**src/rtl/read_domain_arbiter.sv**
```systemverilog
// Round-robin read-side scheduler: drains several FWFT FIFOs in bursts into one
// registered valid/ready output stage tagged with the source channel.
module read_domain_arbiter #(
  parameter  int num_channels = 4,
  parameter  int data_width   = 8,
  parameter  int max_burst    = 4,
  localparam int chan_w       = $clog2(num_channels)
) (
  input  logic                               read_clk,
  input  logic                               rreset_n,
  input  logic [num_channels-1:0]            chan_enable,
  input  logic [num_channels-1:0]            chan_empty,
  input  logic [num_channels*data_width-1:0] chan_rdata,
  output logic [num_channels-1:0]            chan_read_incr,
  output logic                               out_valid,
  input  logic                               out_ready,
  output logic [data_width-1:0]              out_data,
  output logic [chan_w-1:0]                  out_chan,
  output logic                               busy
);

  localparam int cnt_w = $clog2(max_burst + 1);

  typedef enum logic {IDLE, GRANT} state_t;

  state_t                  state, state_next;
  logic [chan_w-1:0]       rr_ptr, grant, sel_idx, grant_inc;
  logic [cnt_w-1:0]        burst_cnt;
  logic [num_channels-1:0] eligible;
  logic                    found, load, pop, last_word, burst_end;

  assign eligible  = chan_enable & ~chan_empty;
  assign load      = ~out_valid | out_ready;
  assign pop       = (state == GRANT) & load & chan_enable[grant] & ~chan_empty[grant];
  assign last_word = (int'(burst_cnt) + 1 == max_burst);
  // A grant ends either on its last counted word or on any load cycle that moved nothing.
  assign burst_end = (state == GRANT) & load & (~pop | last_word);
  assign grant_inc = (int'(grant) == num_channels - 1) ? '0 : grant + 1'b1;

  // First eligible channel at or above rr_ptr, wrapping around.
  always_comb begin
    found   = 1'b0;
    sel_idx = '0;
    for (int k = 0; k < num_channels; k++) begin
      if (!found && eligible[(int'(rr_ptr) + k) % num_channels]) begin
        found   = 1'b1;
        sel_idx = chan_w'((int'(rr_ptr) + k) % num_channels);
      end
    end
  end

  always_ff @(posedge read_clk or negedge rreset_n) begin
    if (!rreset_n) begin
      state <= IDLE;
    end else begin
      state <= state_next;
    end
  end

  always_comb begin
    state_next = state;
    case (state)
      IDLE:    if (found) state_next = GRANT;
      GRANT:   if (burst_end) state_next = IDLE;
      default: state_next = IDLE;
    endcase
  end

  always_comb begin
    busy           = (state == GRANT);
    chan_read_incr = '0;
    for (int i = 0; i < num_channels; i++) begin
      chan_read_incr[i] = pop & (int'(grant) == i) & rreset_n;
    end
  end

  always_ff @(posedge read_clk or negedge rreset_n) begin
    if (!rreset_n) begin
      rr_ptr    <= '0;
      grant     <= '0;
      burst_cnt <= '0;
    end else begin
      if (state == IDLE && found) begin
        grant     <= sel_idx;
        burst_cnt <= '0;
      end
      if (pop) begin
        burst_cnt <= burst_cnt + 1'b1;
      end
      if (burst_end) begin
        rr_ptr <= grant_inc;
      end
    end
  end

  // A pop refills the stage even while the old word is leaving, giving back-to-back transfers.
  always_ff @(posedge read_clk or negedge rreset_n) begin
    if (!rreset_n) begin
      out_valid <= 1'b0;
      out_data  <= '0;
      out_chan  <= '0;
    end else if (pop) begin
      out_valid <= 1'b1;
      out_data  <= chan_rdata[int'(grant)*data_width +: data_width];
      out_chan  <= grant;
    end else if (out_ready) begin
      out_valid <= 1'b0;
    end
  end

endmodule

```
**config.mk**
```make
export PLATFORM = sky130hd
export DESIGN_NAME = read_domain_arbiter
export DESIGN_NICKNAME = d
export VERILOG_FILES = /design/src/rtl/read_domain_arbiter.sv
export SDC_FILE = /design/constraint.sdc
export NUM_CORES = 1
export LEC_CHECK = 0
export BUFFER_PORTS_ARGS = -buffer_cell sky130_fd_sc_hd__buf_2
export CORE_ASPECT_RATIO = 1.1
export CORE_MARGIN = 8
export CORE_UTILIZATION = 45
export DETAILED_ROUTE_END_ITERATION = 7
export HOLD_SLACK_MARGIN = 0.02
export PLACE_DENSITY_LB_ADDON = 0.2
export REMOVE_ABC_BUFFERS = 1
export SLEW_MARGIN = 20
export SYNTH_ARGS = -nofsm -noshare
export SYNTH_HDL_FRONTEND = slang
export SYNTH_SLANG_ARGS = --single-unit
```
**constraint.sdc**
```tcl
create_clock -name read_clk -period 2.35 [get_ports read_clk]
set_clock_uncertainty 0.1 [all_clocks]
set_input_delay 0.3525 -clock read_clk [delete_from_list [all_inputs] [get_ports read_clk]]
set_output_delay 0.3525 -clock read_clk [all_outputs]
set_load 0.01 [all_outputs]
```
==> results_tabular.tex <==
\begin{tabular}{lr}
\hline
Metric & Value \\
\hline
\multicolumn{2}{l}{\textbf{Synthesis}} \\
Yosys warnings & 0 \\
Adder-cell share of the synthesized area & 0.05607 \\
Proportion of synthesized chip area in sequential cells & 0.3551 \\
Number of library cell types mapped by synthesis & 35 \\
Cell types occupying the most area after synthesis & sky130\_fd\_sc\_hd\_\_dfrtp\_1, sky130\_fd\_sc\_hd\_\_mux4\_2, sky130\_fd\_sc\_hd\_\_mux2\_4 \\
Post-Synth XOR/XNOR Area & 0 \\
Simple-gate share of the synthesized area & 0.1804 \\
Post-synthesis instance total & 111 \\
Mux cell area share after synthesis & 0.2897 \\
Seq cells post-synth & 19 \\
Share of the synthesized area in compound gates (AO/OA/AOI/OAI) & 0.08131 \\
Largest family of logic cells by synthesized area & multiplexers \\
Proportion of netlist area held by the largest area contributor & 0.3551 \\
Average cell area after synthesis & 12.06 sq um \\
Post-synthesis cell type with the largest combined area & sky130\_fd\_sc\_hd\_\_dfrtp\_1 \\
Total standard cell area after synthesis & 1339 sq um \\
\multicolumn{2}{l}{\textbf{Finish}} \\
Final instance area & 1743 sq um \\
Most common library cell in the layout ignoring fill and taps & sky130\_fd\_sc\_hd\_\_buf\_2 \\
Net count, final & 227 \\
Post-route core utilization & 0.6219 \\
Post-route non-filler standard cell count & 210 \\
Layout cell share with drive strength beyond 1 & 0.5480 \\
Filler Cell Count & 225 \\
\# diodes & 0 \\
Area grow syn2layout & 30.19\% \\
Commonest cells after routing, fill and taps aside & sky130\_fd\_sc\_hd\_\_buf\_2, sky130\_fd\_sc\_hd\_\_dfrtp\_1, sky130\_fd\_sc\_hd\_\_mux4\_2, sky130\_fd\_sc\_hd\_\_buf\_4, sky130\_fd\_sc\_hd\_\_nand2\_1 \\
\multicolumn{2}{l}{\textbf{Place}} \\
Sum of net half-perimeters after detailed placement & 2855 microns \\
Area after detailed placement & 1695 sq um \\
Placer Congestion & 0.7966 \\
Placed cell count & 204 \\
Post-place setup slack & 287.5 ps \\
Buffers on Ports & 58 \\
\multicolumn{2}{l}{\textbf{Run}} \\
Max cap viols & 0 \\
\multicolumn{2}{l}{\textbf{Routing}} \\
Detailed-router iteration count before antenna repair & 4 \\
Antenna viol nets, final & 0 \\
DRC & 0 \\
Count of routing violations after the opening detailed-route iteration & 40 \\
Routed wirelength normalized by instance count & 16.50 microns \\
Total wire length after detailed routing & 3465 microns \\
Count of vias placed by the detailed router & 1163 \\
Via-per-instance ratio & 5.538 \\
\multicolumn{2}{l}{\textbf{Die}} \\
Full die area & 4978 sq um \\
Width of the chip & 68.01 microns \\
Placeable core area & 2803 sq um \\
Die height & 73.21 microns \\
I/O pin count & 59 \\
FP Rows & 20 \\
Initial cell density of the core & 0.4777 \\
\multicolumn{2}{l}{\textbf{Clock network}} \\
Clock slew seen by the registers of the worst setup and hold paths & 120 ps \\
Number of sinks handled by clock tree synthesis & 19 \\
Buffer levels on the longest clock path & 2 \\
Skew-Pair Late Insertion Delay & 300 ps \\
Number of buffers inserted during clock tree synthesis & 3 \\
Buffer type at the clock tree root & sky130\_fd\_sc\_hd\_\_clkbuf\_4 \\
Post-CTS sizing & 0 \\
CTS tree & done \\
H-Tree Depth & 1 \\
\multicolumn{2}{l}{\textbf{Setup path}} \\
Worst path top cell family by delay & multiplexers \\
Kind of start point of the critical path & register \\
FF-to-FF End & out\_chan[0] \\
Worst-path fanout max & 8 \\
Critical path class & register to primary output \\
Reg2Reg Setup Slack & 290 ps \\
Slowest cell on crit path & sky130\_fd\_sc\_hd\_\_mux4\_2 \\
Crit path largest cell delay & 520 ps \\
Critical path capture point type & primary output \\
Depth of the worst register-to-register path & 6 \\
Ordered cell list for the critical path & inv\_2 -> mux4\_2 -> nor2b\_4 -> and3\_1 -> buf\_2 \\
Data required time at the worst endpoint & 1900 ps \\
Data arrival time of the critical path & 1820 ps \\
Startpoint of the most critical register-to-register path & grant[1] \\
Worst path buffer plus inverter count & 2 \\
\multicolumn{2}{l}{\textbf{Power}} \\
Reg power frac & 0.320 \\
Static power due to leakage & 0.8967 nW \\
Internal power & 1.169 mW \\
Switch Pwr & 0.7637 mW \\
Maximum ir drop on the vdd rail & 0.6889 mV \\
Portion of total power attributed to the clock network & 0.090 \\
Total power per unit cell area & 1109 nW/um\^{}2 \\
Net switching share of the total power & 0.3951 \\
Comb power frac & 0.590 \\
\multicolumn{2}{l}{\textbf{STA}} \\
Unrepaired setup endpoints after global routing & no \\
Actual transition at the worst max-transition pin & 400.5 ps \\
Accumulated negative setup slack & 0 ps \\
Number of failing hold endpoints at the final stage & 0 \\
Post-route fraction of the period consumed by the critical path & 0.9661 \\
Achievable frequency & 440.4 MHz \\
Post-route setup slack & 79.56 ps \\
Pins over their slew limit & 0 \\
Worst slew margin relative to its limit & 0.7254 \\
Min Tclk post-route & 2270 ps \\
Total setup violations reported at the end of the flow & 0 \\
\multicolumn{2}{l}{\textbf{GRT}} \\
Vias in the first global route & 1150 \\
Sum of overflow across all layers after global routing & 0 \\
Wire length of the first global-routing pass & 5464 microns \\
Global routing usage summed across all routing layers & 0.1369 \\
Largest net degree at the start of global routing & 15 \\
Antenna violations before repair & 0 \\
\multicolumn{2}{l}{\textbf{Outcome}} \\
Run status & complete, no violations \\
\multicolumn{2}{l}{\textbf{Min path}} \\
Worst min-delay path category & input pin to async pin \\
\hline
\end{tabular}
routing by layer:
layer  global-route usage  routed length [microns]  vias up
met5                    0                        0        -
met1               0.1638                     1320      561
li1                     -                        -      554
met4              0.03417                       39        0
met3              0.03379                      374        6
met2               0.2349                     1731       42
metrics by stage:
| stage | power [mW] | hold WS, ps |
|---|---|---|
| 2_1_floorplan | 1.373 | -43.09 |
| 3_3_place_gp | 1.720 | 108.7 |
| 3_5_place_dp | 1.765 | 109.9 |
| 4_1_cts | 1.946 | 304.0 |
| 5_1_grt | 2.087 | 325.6 |
| 6_report | 1.933 | 311.1 |
worst max-delay path by stage:
| stage | start | end | slack (ps) | cells past startpoint |
|---|---|---|---|---|
| 2_1_floorplan | grant[0] | chan_read_incr[0] | 140 | 4 |
| 3_3_place_gp | chan_enable[3] | chan_read_incr[3] | 330 | 6 |
| 3_5_place_dp | chan_enable[3] | out_chan[0] | 290 | 6 |
| 4_1_cts | grant[1] | chan_read_incr[0] | 70 | 5 |
| 5_1_grt | grant[1] | chan_read_incr[0] | 10 | 5 |
| 6_report | grant[1] | chan_read_incr[0] | 80 | 5 |
power groups by stage:
stage	clock (mW)	sequential, mW	combinational (mW)
finish	0.174	0.619	1.14
global route	0.191	0.642	1.25
CTS	0.179	0.618	1.15
detailed placement	0	0.626	1.14
global placement	0	0.612	1.11
floorplan	0	0.708	0.665
synth_stat cells:
cell and count:
sky130_fd_sc_hd__o22a_1 1, sky130_fd_sc_hd__o221ai_1 1, sky130_fd_sc_hd__or4_1 2, sky130_fd_sc_hd__buf_2 1
sky130_fd_sc_hd__o31ai_1 1, sky130_fd_sc_hd__mux2_2 4, sky130_fd_sc_hd__ha_1 6, sky130_fd_sc_hd__mux2i_1 5
sky130_fd_sc_hd__a222oi_1 2, sky130_fd_sc_hd__dfrtp_1 19, sky130_fd_sc_hd__a21boi_0 1, sky130_fd_sc_hd__or3_1 1
sky130_fd_sc_hd__inv_1 5, sky130_fd_sc_hd__nand2b_1 2, sky130_fd_sc_hd__and4_1 2, sky130_fd_sc_hd__o21ai_0 2
sky130_fd_sc_hd__nor2_1 4, sky130_fd_sc_hd__and3b_1 1, sky130_fd_sc_hd__nor2b_4 4, sky130_fd_sc_hd__o41ai_1 1
sky130_fd_sc_hd__a21bo_2 1, sky130_fd_sc_hd__inv_2 1, sky130_fd_sc_hd__and3_1 4, sky130_fd_sc_hd__nor3b_1 1
sky130_fd_sc_hd__mux2_4 6, sky130_fd_sc_hd__nor2b_1 1, sky130_fd_sc_hd__or3b_2 2, sky130_fd_sc_hd__mux4_2 9
sky130_fd_sc_hd__nand2_1 7, sky130_fd_sc_hd__buf_6 1, sky130_fd_sc_hd__a21oi_1 4, sky130_fd_sc_hd__nand4b_1 1
sky130_fd_sc_hd__o211ai_1 1, sky130_fd_sc_hd__clkbuf_1 3, sky130_fd_sc_hd__nand3_1 4
state kept, by name, indices dropped and copies added (netlist names):
signal / count
out_valid: 1
out_chan: 2
out_data: 8
grant: 2
busy: 1
burst_cnt: 3
rr_ptr: 2
cell type report:
type                            count  area [sq um]  area share
Clock buffer                        3         22.52     0.01292
Clock inverter                      1         7.507    0.004307
Inverter                            6         22.52     0.01292
Multi-Input combinational cell     81         813.3      0.4666
Sequential cell                    19         475.5      0.2728
Tap cell                           33         41.29     0.02369
Timing Repair Buffer               67         360.3      0.2067
worst reg2reg max path: cells and delay by family, from the launching register on:
family / cells / cell delay [ps]
mux: 2 / 880
flops: 1 / 400
buf+inv: 3 / 390
simple gates: 1 / 190
cells by family (layout without fill, tap and decap cells):
logic type      after synthesis  after routing
flops                        19             19
fa+ha+maj                     6              6
simple gates                 36             36
compound gates               15             15
buf+inv                      11             77
mux                          24             24
repair_timing:
action                     4_1_cts  5_1_grt
hold buffers                     1        0
buffers inserted                 0        1
setup endpoints to repair        0        2
hold endpoints to repair         6        0
Power figures use the tool's default switching activity.
